<file path="src/rtl/mont_mult.sv">
// Bit-serial Montgomery multiplier: R_out = A*B*2^-32 mod Prime, fixed 34-cycle latency.
// Optional macro MONT_MULT_INPUT_REDUCE_EN reduces each operand once at capture.
module mont_mult (
    input  logic        clk,
    input  logic        reset,
    input  logic        in_sig,
    input  logic [31:0] A_i,
    input  logic [31:0] B_i,
    input  logic [31:0] Prime,
    output logic [31:0] R_out,
    output logic        busy,
    output logic        done
);

    typedef enum logic [1:0] {
        IDLE  = 2'd0,
        CALC  = 2'd1,
        FINAL = 2'd2,
        OUT   = 2'd3
    } state_t;

    state_t      state, state_nxt;
    logic [31:0] a_q, b_q;
    logic [33:0] s_q;
    logic [4:0]  cnt_q;
    logic [31:0] a_cap, b_cap;
    logic [33:0] t_add, t_red;

    function automatic logic [31:0] reduce_once(input logic [31:0] x, input logic [31:0] p);
        return (x >= p) ? (x - p) : x;
    endfunction

    // S < 2*Prime after the loop, so a single conditional subtraction completes the reduction.
    function automatic logic [31:0] final_sub(input logic [33:0] s, input logic [31:0] p);
        logic [33:0] d;
        d = s - {2'b00, p};
        return (s >= {2'b00, p}) ? d[31:0] : s[31:0];
    endfunction

`ifdef MONT_MULT_INPUT_REDUCE_EN
    assign a_cap = reduce_once(A_i, Prime);
    assign b_cap = reduce_once(B_i, Prime);
`else
    assign a_cap = A_i;
    assign b_cap = B_i;
`endif

    // 34-bit sum: S + B + Prime stays below 2^34 for any 32-bit Prime.
    always_comb begin
        t_add = s_q + (a_q[cnt_q] ? {2'b00, b_q} : 34'd0);
        t_red = t_add + (t_add[0] ? {2'b00, Prime} : 34'd0);
    end

    always_ff @(posedge clk) begin
        if (reset) begin
            state <= IDLE;
        end else begin
            state <= state_nxt;
        end
    end

    always_comb begin
        state_nxt = state;
        case (state)
            IDLE:    if (in_sig) state_nxt = CALC;
            CALC:    if (cnt_q == 5'd31) state_nxt = FINAL;
            FINAL:   state_nxt = OUT;
            OUT:     state_nxt = IDLE;
            default: state_nxt = IDLE;
        endcase
    end

    always_comb begin
        busy = (state != IDLE);
        done = (state == OUT);
    end

    always_ff @(posedge clk) begin
        if (reset) begin
            a_q   <= 32'd0;
            b_q   <= 32'd0;
            s_q   <= 34'd0;
            cnt_q <= 5'd0;
            R_out <= 32'd0;
        end else begin
            case (state)
                IDLE: begin
                    if (in_sig) begin
                        a_q   <= a_cap;
                        b_q   <= b_cap;
                        s_q   <= 34'd0;
                        cnt_q <= 5'd0;
                    end
                end
                CALC: begin
                    s_q   <= {1'b0, t_red[33:1]};
                    cnt_q <= cnt_q + 5'd1;
                end
                FINAL: begin
                    R_out <= final_sub(s_q, Prime);
                end
                default: begin
                end
            endcase
        end
    end

endmodule

</file>
<file path="config.mk">
export PLATFORM = sky130hd
export DESIGN_NAME = mont_mult
export DESIGN_NICKNAME = d
export VERILOG_FILES = /design/src/rtl/mont_mult.sv
export SDC_FILE = /design/constraint.sdc
export NUM_CORES = 1
export LEC_CHECK = 0
export CAP_MARGIN = 10
export CELL_PAD_IN_SITES_DETAIL_PLACEMENT = 2
export CELL_PAD_IN_SITES_GLOBAL_PLACEMENT = 2
export CORE_MARGIN = 1
export CORE_UTILIZATION = 36
export CTS_BUF_LIST = sky130_fd_sc_hd__clkbuf_16
export CTS_CLUSTER_SIZE = 24
export DETAILED_ROUTE_END_ITERATION = 8
export PLACE_DENSITY_LB_ADDON = 0.1
export REMOVE_ABC_BUFFERS = 1
export SYNTH_ARGS = -nofsm -noshare
export SYNTH_HDL_FRONTEND = slang
export SYNTH_SLANG_ARGS = --single-unit
export TNS_END_PERCENT = 5
</file>
<file path="constraint.sdc">
create_clock -name clk -period 10.1 [get_ports clk]
set_input_delay 3.03 -clock clk [delete_from_list [all_inputs] [get_ports clk]]
set_output_delay 3.03 -clock clk [all_outputs]
set_load 0.01 [all_outputs]
</file>
Word-level counts from Yosys, hierarchy flattened
Index checks and enable logic that the tools add are counted.
- logic and storage cells: 36
- register bits: 137
- output and inout bits: 34
- muxes and demuxes: 12
- add/sub/neg operators: 4
- order comparisons: 2
- reductions and logical operators: 6
- equality and inequality tests: 6
- operators with widths (kind ; count):
    32-bit 2-to-1 mux ; 3
    34-bit by 32-bit adder with 34-bit output ; 2
    34-bit one-hot mux with 2 select lines ; 1
    34-bit by 32-bit >= comparator with 1-bit output ; 1
    34-bit 2-to-1 mux ; 1
    32-bit subtractor ; 1
    5-bit one-hot mux with 2 select lines ; 1
    2-bit one-hot mux with 4 select lines ; 1
    5-bit by 6-bit less-than comparator with 1-bit output, second input constant ; 1
    2-bit AND reduction ; 3
    5-bit by 1-bit adder with 5-bit output, second input constant ; 1
    1-bit binary-select mux with 5-bit select ; 1
    5-bit == test, second input constant ; 1
    5-bit 2-to-1 mux ; 1
    2-bit == test, second input constant ; 2
    2-bit 2-to-1 mux ; 2
    2-bit != test, second input constant ; 2
    2-bit nonzero test ; 2
    2-bit by 1-bit == test with 1-bit output, second input constant ; 1
    2-bit logical NOT ; 1
    1-bit 2-to-1 mux ; 1

Logic depth before layout (Yosys ltp)
- depth after elaboration: 7
- gate-level depth with buffers: 30
- gate-level depth less buffers: 28

Worst setup path before layout
No wires, ideal clock.
- kind: flip-flop to flip-flop
- start: reg cnt_q[0]
- end: reg s_q[31]
- period minus slack after synthesis: 6.283 ns
- setup slack: 3.817 ns
- arrival: 6.166 ns
- required time: 9.983 ns
- buffers on the path: 2
- library setup time: 0.117 ns
- stages on the path, launching flop included: 29
- cell sequence: dfxtp_1 -> buf_2 -> mux4_2 -> mux4_2 -> mux2i_1 -> clkbuf_1 -> nor2b_1 -> ha_1 -> a21oi_1 -> nor3b_1 -> a21oi_1 -> o21ai_0 -> nand2b_1 -> a21o_1 -> a21o_1 -> a21o_1 -> a21oi_1 -> xnor2_1 -> ha_1 -> o21a_1 -> a21oi_2 -> a21oi_1 -> a211o_1 -> a211oi_2 -> o31ai_2 -> a31o_1 -> a211oi_2 -> xnor2_1 -> a22o_1
- longest elaborated chain between the ends: 7
- RTL lines (element ; RTL line ; source):
    start: declaration ; 25 ; logic [4:0] cnt_q;
    start signal: assignment ; 97 ; cnt_q <= cnt_q + 5'd1;
    1-bit binary-select mux with 5-bit select (*) ; 50 ; t_add = s_q + (a_q[cnt_q] ? {2'b00, b_q} : 34'd0);
    1-bit 2-to-1 mux (not written as such) (*) ; 50 ;
    32-bit 2-to-1 mux (*) ; 50 ;
    34-bit by 32-bit adder with 34-bit output (*) ; 50 ;
    32-bit 2-to-1 mux ; 51 ; t_red = t_add + (t_add[0] ? {2'b00, Prime} : 34'd0);
    34-bit by 32-bit adder with 34-bit output (*) ; 51 ;
    34-bit one-hot mux with 2 select lines (*) ; 86 ; case (state)
    end signal: assignment ; 96 ; s_q <= {1'b0, t_red[33:1]};
    end: declaration ; 24 ; logic [33:0] s_q;
Mark *: on every way between the ends. The rest lies on a longest branch, timed or not. The select of a mux whose other input is x is not followed.
A chain may end at the register's enable or synchronous reset.

Worst setup path in the final report
- start: reg cnt_q[0]
- end: reg s_q[29]
Same word-level chain as after synthesis.

==> results by group <==
CTS
  – Clock Tree Buf Depth: 2
  – Clock Latency Late Sink: 440 ps
  – CTS tree: yes
  – CTS Buf Count: 17
  – Post-CTS Hold Fix Bufs: 0
  – CTS clk-pin slew, worst paths: 60 ps
  – Post-CTS Setup Repair Bufs: 0
  – Clock sink count: about 140
  – Root Buffer Master: clkbuf_16
  – CTS resizes: 0
  – H-tree Lvls: 4

Die
  – Core Area: 28940 um^2
  – Chip Width: about 170 um
  – Row cnt: 62
  – Die area: between 30000 and 40000 um^2
  – Starting Density: a little under two fifths
  – Ports: approximately 130
  – Die Ht: 174.0 um

Final layout
  – Layout Cells excl Fill: between 1500 and 2000
  – Most common cell after layout, fill and taps aside: nand2_1
  – Fin area: about 13000 um^2
  – Fin util: ~45%
  – Antenna cells: 0
  – Layout area overhead: 21.48%
  – Commonest cells after routing, fill and taps aside: nand2_1 (236), a21oi_1 (158), dfxtp_1 (136)
  – # nets final: 1693
  – Share of layout cells above drive strength 1: 5.593%

Logic synthesis
  – Warnings, synthesis: 0
  – Async SR Flop Fraction: 0%
  – Yosys reg bits: between 100 and 150
  – Adder-Cell Fraction of Synth Area: ~12%
  – Dominant synthesized flop cell: dfxtp_1
  – Simple-gate portion of the synthesized area: approximately 23%
  – Synth Area per Inst: about 7.7 um^2
  – Xor/xnor share of the synthesized area: between 6 and 7%
  – Cell variety after synth: 74
  – Syn Inst Count: 1388
  – Compound-Gate Fraction of Synth Area: 25.88%
  – Mux cell area share after synthesis: under 10%
  – Seq/Total Area, Yosys: about a quarter
  – Mapped Area: between 10000 and 15000 um^2
  – Largest family of logic cells by synthesized area: compound AO/OA/AOI/OAI gates
  – Number of synthesized flops with an enable pin: 0

Critical path
  – Buf+Inv Stages, Crit Path: 1
  – R2R Setup Slk: around 3100 ps
  – Crit Path Max Fanout: 32
  – Startpoint types: flop
  – Setup CP Type: reg2reg
  – CP endpoint kind: flop
  – CP required: 10420 ps
  – Data arrival, critical path: 7360 ps
  – CP most frequent cell: a21oi_1
  – Crit-path max cell delay: slightly above 700 ps
  – Crit path max-delay family: compound AO/OA/AOI/OAI gates
  – Slowest cell on crit path: dfxtp_1

Pwr
  – Pleak: roughly 5.6 nW
  – Power Density: 164.5 nW/um^2
  – Peak supply drop: 141.6 uV
  – Power, Total: between 2 and 2.5 mW

Global routing
  – Overflow after GRT: 0
  – Vias in the first global route: 11127
  – Largest net degree at the start of global routing: slightly below 80
  – GRT Total Usage: about a quarter
  – Initial antenna violation count: 0
  – First-pass GRT wire length: about 61 mm

Drt
  – Initial DRC count: a little under 600
  – WL final: 37.47 mm
  – Via density: 5.508
  – Top Metal Used: met4
  – Met2 WL post-DR: 17.37 mm
  – Residual DRC: 0
  – WL met3: about 710 um
  – TritonRoute pass-1 iters: 5
  – DR vias: around 10000
  – Routed len/inst: between 15 and 20 um
  – M1 WL: approximately 19 mm
  – Final ANT Viol Nets: 0

STA
  – Final hold viol count: 0
  – WHS: roughly 460 ps
  – Post-route setup slack: ~3100 ps
  – Final setup violation count: 0
  – Final TNS setup: 0 ps
  – Slew Limit Fails: 0
  – Slew @ Worst Pin: 863.3 ps
  – Fmax: approximately 140 MHz
  – RSZ-0062 raised after global routing: no
  – Period utilisation layout: between 60% and 70%
  – Fin crit period: roughly 7000 ps
  – Slew headroom: 42.45%
  – Worst clock skew: ~21 ps

Placement
  – Post-placement cell count: between 1500 and 2000
  – PortBufs: ~130
  – Pre-CTS setup slack: between 3000 and 4000 ps
  – DP Area: 12300 um^2
  – GP Congestion: 0.8797
  – Dpl hpwl: around 28 mm

Run status
  – Outcome: finished, final reports clean

Run
  – Max cap viols: 0

Worst hold path
  – HP Class: reg2reg
## per-layer routing
metal	GRT usage [%]	up-vias
met3	2.450	37
met4	7.273	0
li1	-	5122
met1	34.27	5080
met2	42.27	150
met5	0	-
## logic make-up (layout without fill, tap and decap cells)
family	count (synthesis)	after routing
simple gates	524	524
flops	136	136
xor+xnor	78	78
buf+inv	118	232
fa+ha+maj	104	104
compound gates	411	411
mux	17	17
## power breakdown
| group | total (mW) | switching [mW] | internal (mW) |
|---|---|---|---|
| Combinational | 0.706 | 0.412 | 0.294 |
| Clock | 0.718 | 0.278 | 0.440 |
| Sequential | 0.705 | 0.0687 | 0.636 |
## cell type report
class / count / area, um^2
timing repair buffer: 141 / 1386
multi-input combinational: 1134 / 7478
clock buffer: 17 / 425.4
fill: 3336 / 15990
inverter: 60 / 227.7
tap: 384 / 480.5
sequential: 136 / 2723
clock inverter: 14 / 222.7
## registers in the layout, summed over array words and instances, names as in the netlist
| signal | cells |
|---|---|
| state | 2 |
| s_q | 33 |
| R_out | 32 |
| b_q | 32 |
| cnt_q | 5 |
| a_q | 32 |
## path summary, 6_finish.rpt
path | startpoint | end | cells after the start
max | cnt_q[0] | s_q[29] | 27
min | a_q[26] | a_q[26] | 2
max reg2reg | cnt_q[0] | s_q[29] | 27
min reg2reg | a_q[26] | a_q[26] | 2
## cell usage after synthesis, drive strengths merged, types with 8 or more instances
master / instances / area share (%)
a311oi: 25 / 2.1
a31oi: 10 / 0.59
buf: 14 / 0.70
nor2b: 48 / 2.9
nand2: 237 / 8.3
a21o: 43 / 3.1
o21a: 16 / 1.1
ha: 101 / 12
clkbuf: 44 / 1.6
a21oi: 162 / 7.7
o31ai: 10 / 0.85
o211ai: 12 / 0.85
nand4: 9 / 0.53
nand3: 23 / 1.1
mux4: 10 / 2.1
and3: 9 / 0.53
a211o: 10 / 0.85
o21ai: 38 / 1.9
a211oi: 8 / 0.66
a22oi: 24 / 1.7
and2: 36 / 2.1
o21bai: 10 / 0.70
nand2b: 21 / 1.2
nor2: 105 / 3.7
xor2: 25 / 2.1
xnor2: 53 / 4.4
dfxtp: 136 / 26
inv: 60 / 2.1
nor3: 13 / 0.61
## worst reg2reg max path, cell delays in order (launching register included)
cell and delay [ps]:
dfxtp_1 720, mux4_2 580, mux4_2 490, mux2i_2 150, buf_4 360, nor2b_1 100, ha_1 370, a21oi_1 230
nor3b_1 290, a21oi_1 150, o21ai_0 170, nand2b_1 110, a21o_1 190, a21o_1 210, a21o_1 180, a21oi_1 160
xnor2_1 150, ha_1 330, o21a_1 230, a21oi_2 190, a21oi_1 100, a211o_1 300, a211oi_2 260, o31ai_2 170
a31o_1 260, a21oi_1 180, xnor2_1 100, a22o_1 220
(Power assumes the default switching activity.)
